File: config.mk
export PLATFORM = sky130hd
export DESIGN_NAME = ram_stream_reader
export DESIGN_NICKNAME = d
export VERILOG_FILES = /design/src/rtl/ram_stream_reader.sv
export SDC_FILE = /design/constraint.sdc
export NUM_CORES = 1
export LEC_CHECK = 0
export CORE_MARGIN = 8
export CORE_UTILIZATION = 23
export CTS_CLUSTER_SIZE = 12
export DETAILED_ROUTE_END_ITERATION = 8
export GPL_TIMING_DRIVEN = 0
export PLACE_DENSITY = 0.51
export SYNTH_ARGS = -nofsm -noshare
export SYNTH_HDL_FRONTEND = slang
export SYNTH_SLANG_ARGS = --single-unit
File: constraint.sdc
create_clock -name clkIn -period 7.5 [get_ports clkIn]
set_input_delay 1.5 -clock clkIn [delete_from_list [all_inputs] [get_ports clkIn]]
set_output_delay 1.5 -clock clkIn [all_outputs]
set_load 0.05 [all_outputs]
File: src/rtl/ram_stream_reader.sv
// Sequential RAM read engine: credit-limited reads, FWFT response FIFO,
// valid/ready output stream with a last-word marker.
module ram_stream_reader #(
  parameter int DATA_WIDTH = 32,
  parameter int RAM_DEPTH  = 512,
  parameter int FIFO_DEPTH = 4,
  localparam int ADDR_WIDTH = $clog2(RAM_DEPTH)
) (
  input  logic                  clkIn,
  input  logic                  rstIn,
  input  logic                  startIn,
  input  logic [ADDR_WIDTH-1:0] baseAddrIn,
  input  logic [ADDR_WIDTH:0]   lenIn,
  output logic                  busyOut,
  output logic                  doneOut,
  output logic [ADDR_WIDTH-1:0] ramAddrOut,
  output logic                  ramRdEnOut,
  input  logic [DATA_WIDTH-1:0] ramRdDataIn,
  input  logic                  ramRdAckIn,
  output logic [DATA_WIDTH-1:0] dataOut,
  output logic                  validOut,
  input  logic                  readyIn,
  output logic                  lastOut
);

  localparam int PW = $clog2(FIFO_DEPTH);
  localparam int CW = PW + 1;
  localparam int LW = ADDR_WIDTH + 1;

  typedef enum logic [1:0] {IDLE, ISSUE, DRAIN, DONE} state_e;

  state_e                  state_q, state_d;
  logic [ADDR_WIDTH-1:0]   addr_q, addr_d;
  logic                    rd_en_q, rd_en_d;
  logic [LW-1:0]           issue_left_q, issue_left_d;
  logic [LW-1:0]           out_left_q, out_left_d;
  logic [CW-1:0]           inflight_q, inflight_d;
  logic [CW-1:0]           count_q, count_d;
  logic [PW-1:0]           wr_ptr_q, rd_ptr_q;
  logic                    busy_q, busy_d;
  logic                    done_q, done_d;
  logic [DATA_WIDTH-1:0]   mem_q [FIFO_DEPTH];
  logic                    ack, pop, valid;
  logic [CW:0]             occ;

  assign valid = count_q != '0;
  assign pop   = valid & readyIn;
  // Acks outside an active command are stale and must not reach the FIFO
  assign ack   = ramRdAckIn & ((state_q == ISSUE) | (state_q == DRAIN));

  always_comb begin
    state_d      = state_q;
    addr_d       = addr_q;
    issue_left_d = issue_left_q;
    out_left_d   = out_left_q;
    inflight_d   = inflight_q + CW'(rd_en_q) - CW'(ack);
    count_d      = count_q + CW'(ack) - CW'(pop);
    if (rd_en_q) begin
      issue_left_d = issue_left_q - LW'(1);
      addr_d = (addr_q == ADDR_WIDTH'(RAM_DEPTH - 1)) ?
               '0 : addr_q + ADDR_WIDTH'(1);
    end
    if (pop) out_left_d = out_left_q - LW'(1);
    unique case (state_q)
      IDLE: begin
        if (startIn) begin
          addr_d       = baseAddrIn;
          issue_left_d = lenIn;
          out_left_d   = lenIn;
          state_d      = (lenIn == '0) ? DONE : ISSUE;
        end
      end
      ISSUE: if (issue_left_d == '0) state_d = DRAIN;
      DRAIN: if (pop && out_left_q == LW'(1)) state_d = DONE;
      DONE:  state_d = IDLE;
      default: state_d = IDLE;
    endcase
    // Credit check on next-cycle occupancy so an ack always finds room
    occ     = {1'b0, inflight_d} + {1'b0, count_d};
    rd_en_d = (state_d == ISSUE) && (issue_left_d != '0) &&
              (occ < (CW + 1)'(FIFO_DEPTH));
    busy_d  = state_d != IDLE;
    done_d  = state_d == DONE;
  end

  always_ff @(posedge clkIn or posedge rstIn) begin
    if (rstIn) begin
      state_q      <= IDLE;
      addr_q       <= '0;
      rd_en_q      <= 1'b0;
      issue_left_q <= '0;
      out_left_q   <= '0;
      inflight_q   <= '0;
      count_q      <= '0;
      wr_ptr_q     <= '0;
      rd_ptr_q     <= '0;
      busy_q       <= 1'b0;
      done_q       <= 1'b0;
      for (int i = 0; i < FIFO_DEPTH; i++) mem_q[i] <= '0;
    end else begin
      state_q      <= state_d;
      addr_q       <= addr_d;
      rd_en_q      <= rd_en_d;
      issue_left_q <= issue_left_d;
      out_left_q   <= out_left_d;
      inflight_q   <= inflight_d;
      count_q      <= count_d;
      busy_q       <= busy_d;
      done_q       <= done_d;
      if (ack) begin
        mem_q[wr_ptr_q] <= ramRdDataIn;
        wr_ptr_q        <= wr_ptr_q + PW'(1);
      end
      if (pop) rd_ptr_q <= rd_ptr_q + PW'(1);
    end
  end

  assign busyOut    = busy_q;
  assign doneOut    = done_q;
  assign ramAddrOut = addr_q;
  assign ramRdEnOut = rd_en_q;
  assign validOut   = valid;
  assign dataOut    = mem_q[rd_ptr_q];
  assign lastOut    = valid & (out_left_q == LW'(1));

endmodule

==> flow_metrics.tcl <==
set metrics [dict create \
    ys_seq_area_share_pct 53.00 \
    postRouteAntennaNets 0 \
    vias 5045 \
    fillers 3596 \
    p_seq_share_pct 31.9 \
    cp_max_fo 10 \
    clockBufferDepth 2 \
    final_cells 1182 \
    setup_tns_ns 0 \
    crit_type "register to output port" \
    rsz0062_at_grt "false" \
    switchingPower_uw 2071 \
    cellPowerDensity_nw_per_um2 491.3 \
    ys_top_cells_by_area "dfrtp_1 53%, mux2_2 18%, mux4_2 8.9%" \
    wirelength_um 19720 \
    fin_util_pct 29.39 \
    cts_hold_buf 0 \
    ys_async_sr_fraction_pct 100.0 \
    fin_nets 785 \
    ctsResizeCount 0 \
    grt_max_degree 101 \
    cp.arrival_ns 3.39 \
    portBuffers 101 \
    share_comb_of_total_power_pct 50.5 \
    fin_crit_sh_pct 65.19 \
    slew_viol_final 0 \
    min_delay_path_depth 1 \
    synthCells 587 \
    via_per_inst 4.268 \
    cts_setup_buffers 0 \
    period_minus_slack_ns 4.889 \
    yosysMostFrequentCell "dfrtp_1" \
    p_sw_share_pct 40.81 \
    cp-start-kind "register" \
    worst_slew_pin_slew_ns 0.9942 \
    dieWidth_um 203.9 \
    dp_cells 1150 \
    dieHeight_um 203.9 \
    ys.flop_type "dfrtp_1" \
    synth_edf_count 0 \
    ys_warn_count 0 \
    antenna_found_initial 1 \
    pin_count 102 \
    status "finished, final reports clean" \
    netlist_area_sq_um 8122 \
    coreArea_sq_um 35140 \
    yosysUniqueCellTypes 54 \
    grt_pass1_vias 5490 \
    cts_tree "yes" \
    setup_viol_count_final 0 \
    worstSkewPairLatency_ns 0.43 \
    start_util_pct 23.11 \
    drc 0 \
    intPower_uw 3003 \
    ys_ff_latch 172 \
    reg2regPathDepth 14 \
    peakVddDrop_mv 0.3176 \
    slew_headroom_pct 33.72 \
    grt_overflow 0 \
    wl_per_cell_um 16.68 \
    yosys.area.top_type "dfrtp_1" \
    gr-usage-all-layers_pct 9.932 \
    cts_max_level 4 \
    syn_nets 664 \
    die_area_sq_um 41580 \
    p_clk_share_pct 17.6 \
    cp_data_required_time_ns 6.00 \
    skew_ns 0.01264 \
    diodes 0 \
    drtPass1Iterations 4 \
    hold_path.class "register to register" \
    synth_top_area_share_pct 53.00 \
    r2r_slack_ns 3.87 \
    hold_viol 0 \
    p_leak_uw 0.004106 \
    drt_iter0_drc 170 \
    root_buffer "clkbuf_16" \
    clock.fmax_ghz 0.2045 \
    cp-end-kind "output port" \
    gp_congestion 0.7736 \
    grt_pass1_wl_um 31820 \
    maxCapViolations 0 \
    drive_gt1_share_pct 29.26 \
    clock-sinks 172 \
    syn_to_final_growth_pct 27.15 \
    total_power_uw 5073 \
    syn-mean-instance-area_sq_um 13.84 \
    numCtsBuffers 17 \
    dp_hpwl_um 13770 \
    synth_commonest_cells "172 x dfrtp_1, 128 x mux2_2, 32 x mux4_2" \
    fp-row-count 69 \
    clk_pin_slew_ns 0.07 \
]
[final timing paths]
path | from | to
max | rd_ptr_q[0] | dataOut[16]
min | mem_q[23] | mem_q[23]
max reg2reg | count_q[1] | ramRdEnOut
min reg2reg | mem_q[23] | mem_q[23]
max in group asynchronous | rstIn | mem_q[3]
min in group asynchronous | rstIn | ramAddrOut[6]
[flip-flops by register name (all words and copies together), names as in the netlist, 2 cells and up]
signal        count
mem_q           128
rd_ptr_q          2
count_q           3
inflight_q        3
wr_ptr_q          2
state_q           2
issue_left_q     10
out_left_q       10
ramAddrOut        9
[cell usage in the layout, fill, tap and decap left out, types with 3 or more instances in the layout]
cell / synthesis / layout
a21oi_1: 14 / 14
a31oi_1: 7 / 7
buf_1: 15 / 15
clkbuf_1: 9 / 9
clkbuf_16: 0 / 17
clkdlybuf4s50_1: 0 / 101
clkinvlp_4: 0 / 3
dfrtp_1: 172 / 172
ha_1: 19 / 19
inv_1: 20 / 19
inv_6: 0 / 4
inv_8: 0 / 4
mux2_2: 128 / 128
mux4_2: 32 / 32
nand2_1: 29 / 29
nand3_1: 5 / 5
nand4_1: 4 / 4
nor2_1: 25 / 25
nor3_1: 10 / 10
nor4_1: 5 / 5
nor4b_1: 4 / 4
o21ai_0: 14 / 14
or3_1: 4 / 4
xnor2_1: 18 / 18
xor2_1: 8 / 8
[metal layers]
layer  share of wire [%]  track usage [%]  routed length, um  up-vias
met3                 5.7            3.566               1117       13
met5               0.051                0                 10        -
li1                    -                -                  -     2374
met2                  48            15.96               9376       96
met1                  46            12.49               9040     2560
met4                0.87            2.642                171        2
[power groups by stage]
stage	combinational, uW	clock [uW]	sequential, uW
floorplan	1860	0	1620
global placement	2580	0	1630
detailed placement	2610	0	1640
CTS	2620	927	1620
global route	2770	963	1680
finish	2560	891	1620
[area by class of cell]
type                            count  area [sq um]  area share, %
Inverter                           22         90.09         0.8724
Multi-Input combinational cell    364          3588          34.75
Clock buffer                       17         425.4          4.120
Clock inverter                     15         156.4          1.515
Sequential cell                   172          4304          41.68
Timing Repair Buffer              102          1039          10.06
Buffer                             29         146.4          1.418
Tap cell                          461         576.8          5.586
[kinds of logic after synthesis]
kind of cell,count (synthesis),share of synthesized area [%]
AOI/OAI and AO/OA,50,4.067
xor gates and xnor gates,26,2.804
adders and majority gates,21,3.420
buffers and inverters,51,2.819
DFF,172,53.00
muxes,162,26.87
and+or+nand+nor,105,7.025
[through the flow]
| step | instance area [sq um] | setup slack (ns) | hold slack, ns |
|---|---|---|---|
| 5_1_grt | 10330 | 2.346 | 0.5078 |
| 4_1_cts | 10330 | 2.446 | 0.5030 |
| 3_5_place_dp | 9744 | 2.737 | 0.4881 |
| 3_3_place_gp | 9709 | -1.535 | 0.4822 |
| 2_1_floorplan | 8122 | 1.340 | 0.4738 |
| 6_report | 10330 | 2.611 | 0.5010 |
[worst max-delay path, stage by stage (launching register included)]
cell	delay, ns
dfrtp_1	0.32
clkbuf_1	0.47
buf_1	0.81
mux4_2	0.63
clkdlybuf4s50_1	0.73
Power figures use the tool's default switching activity.
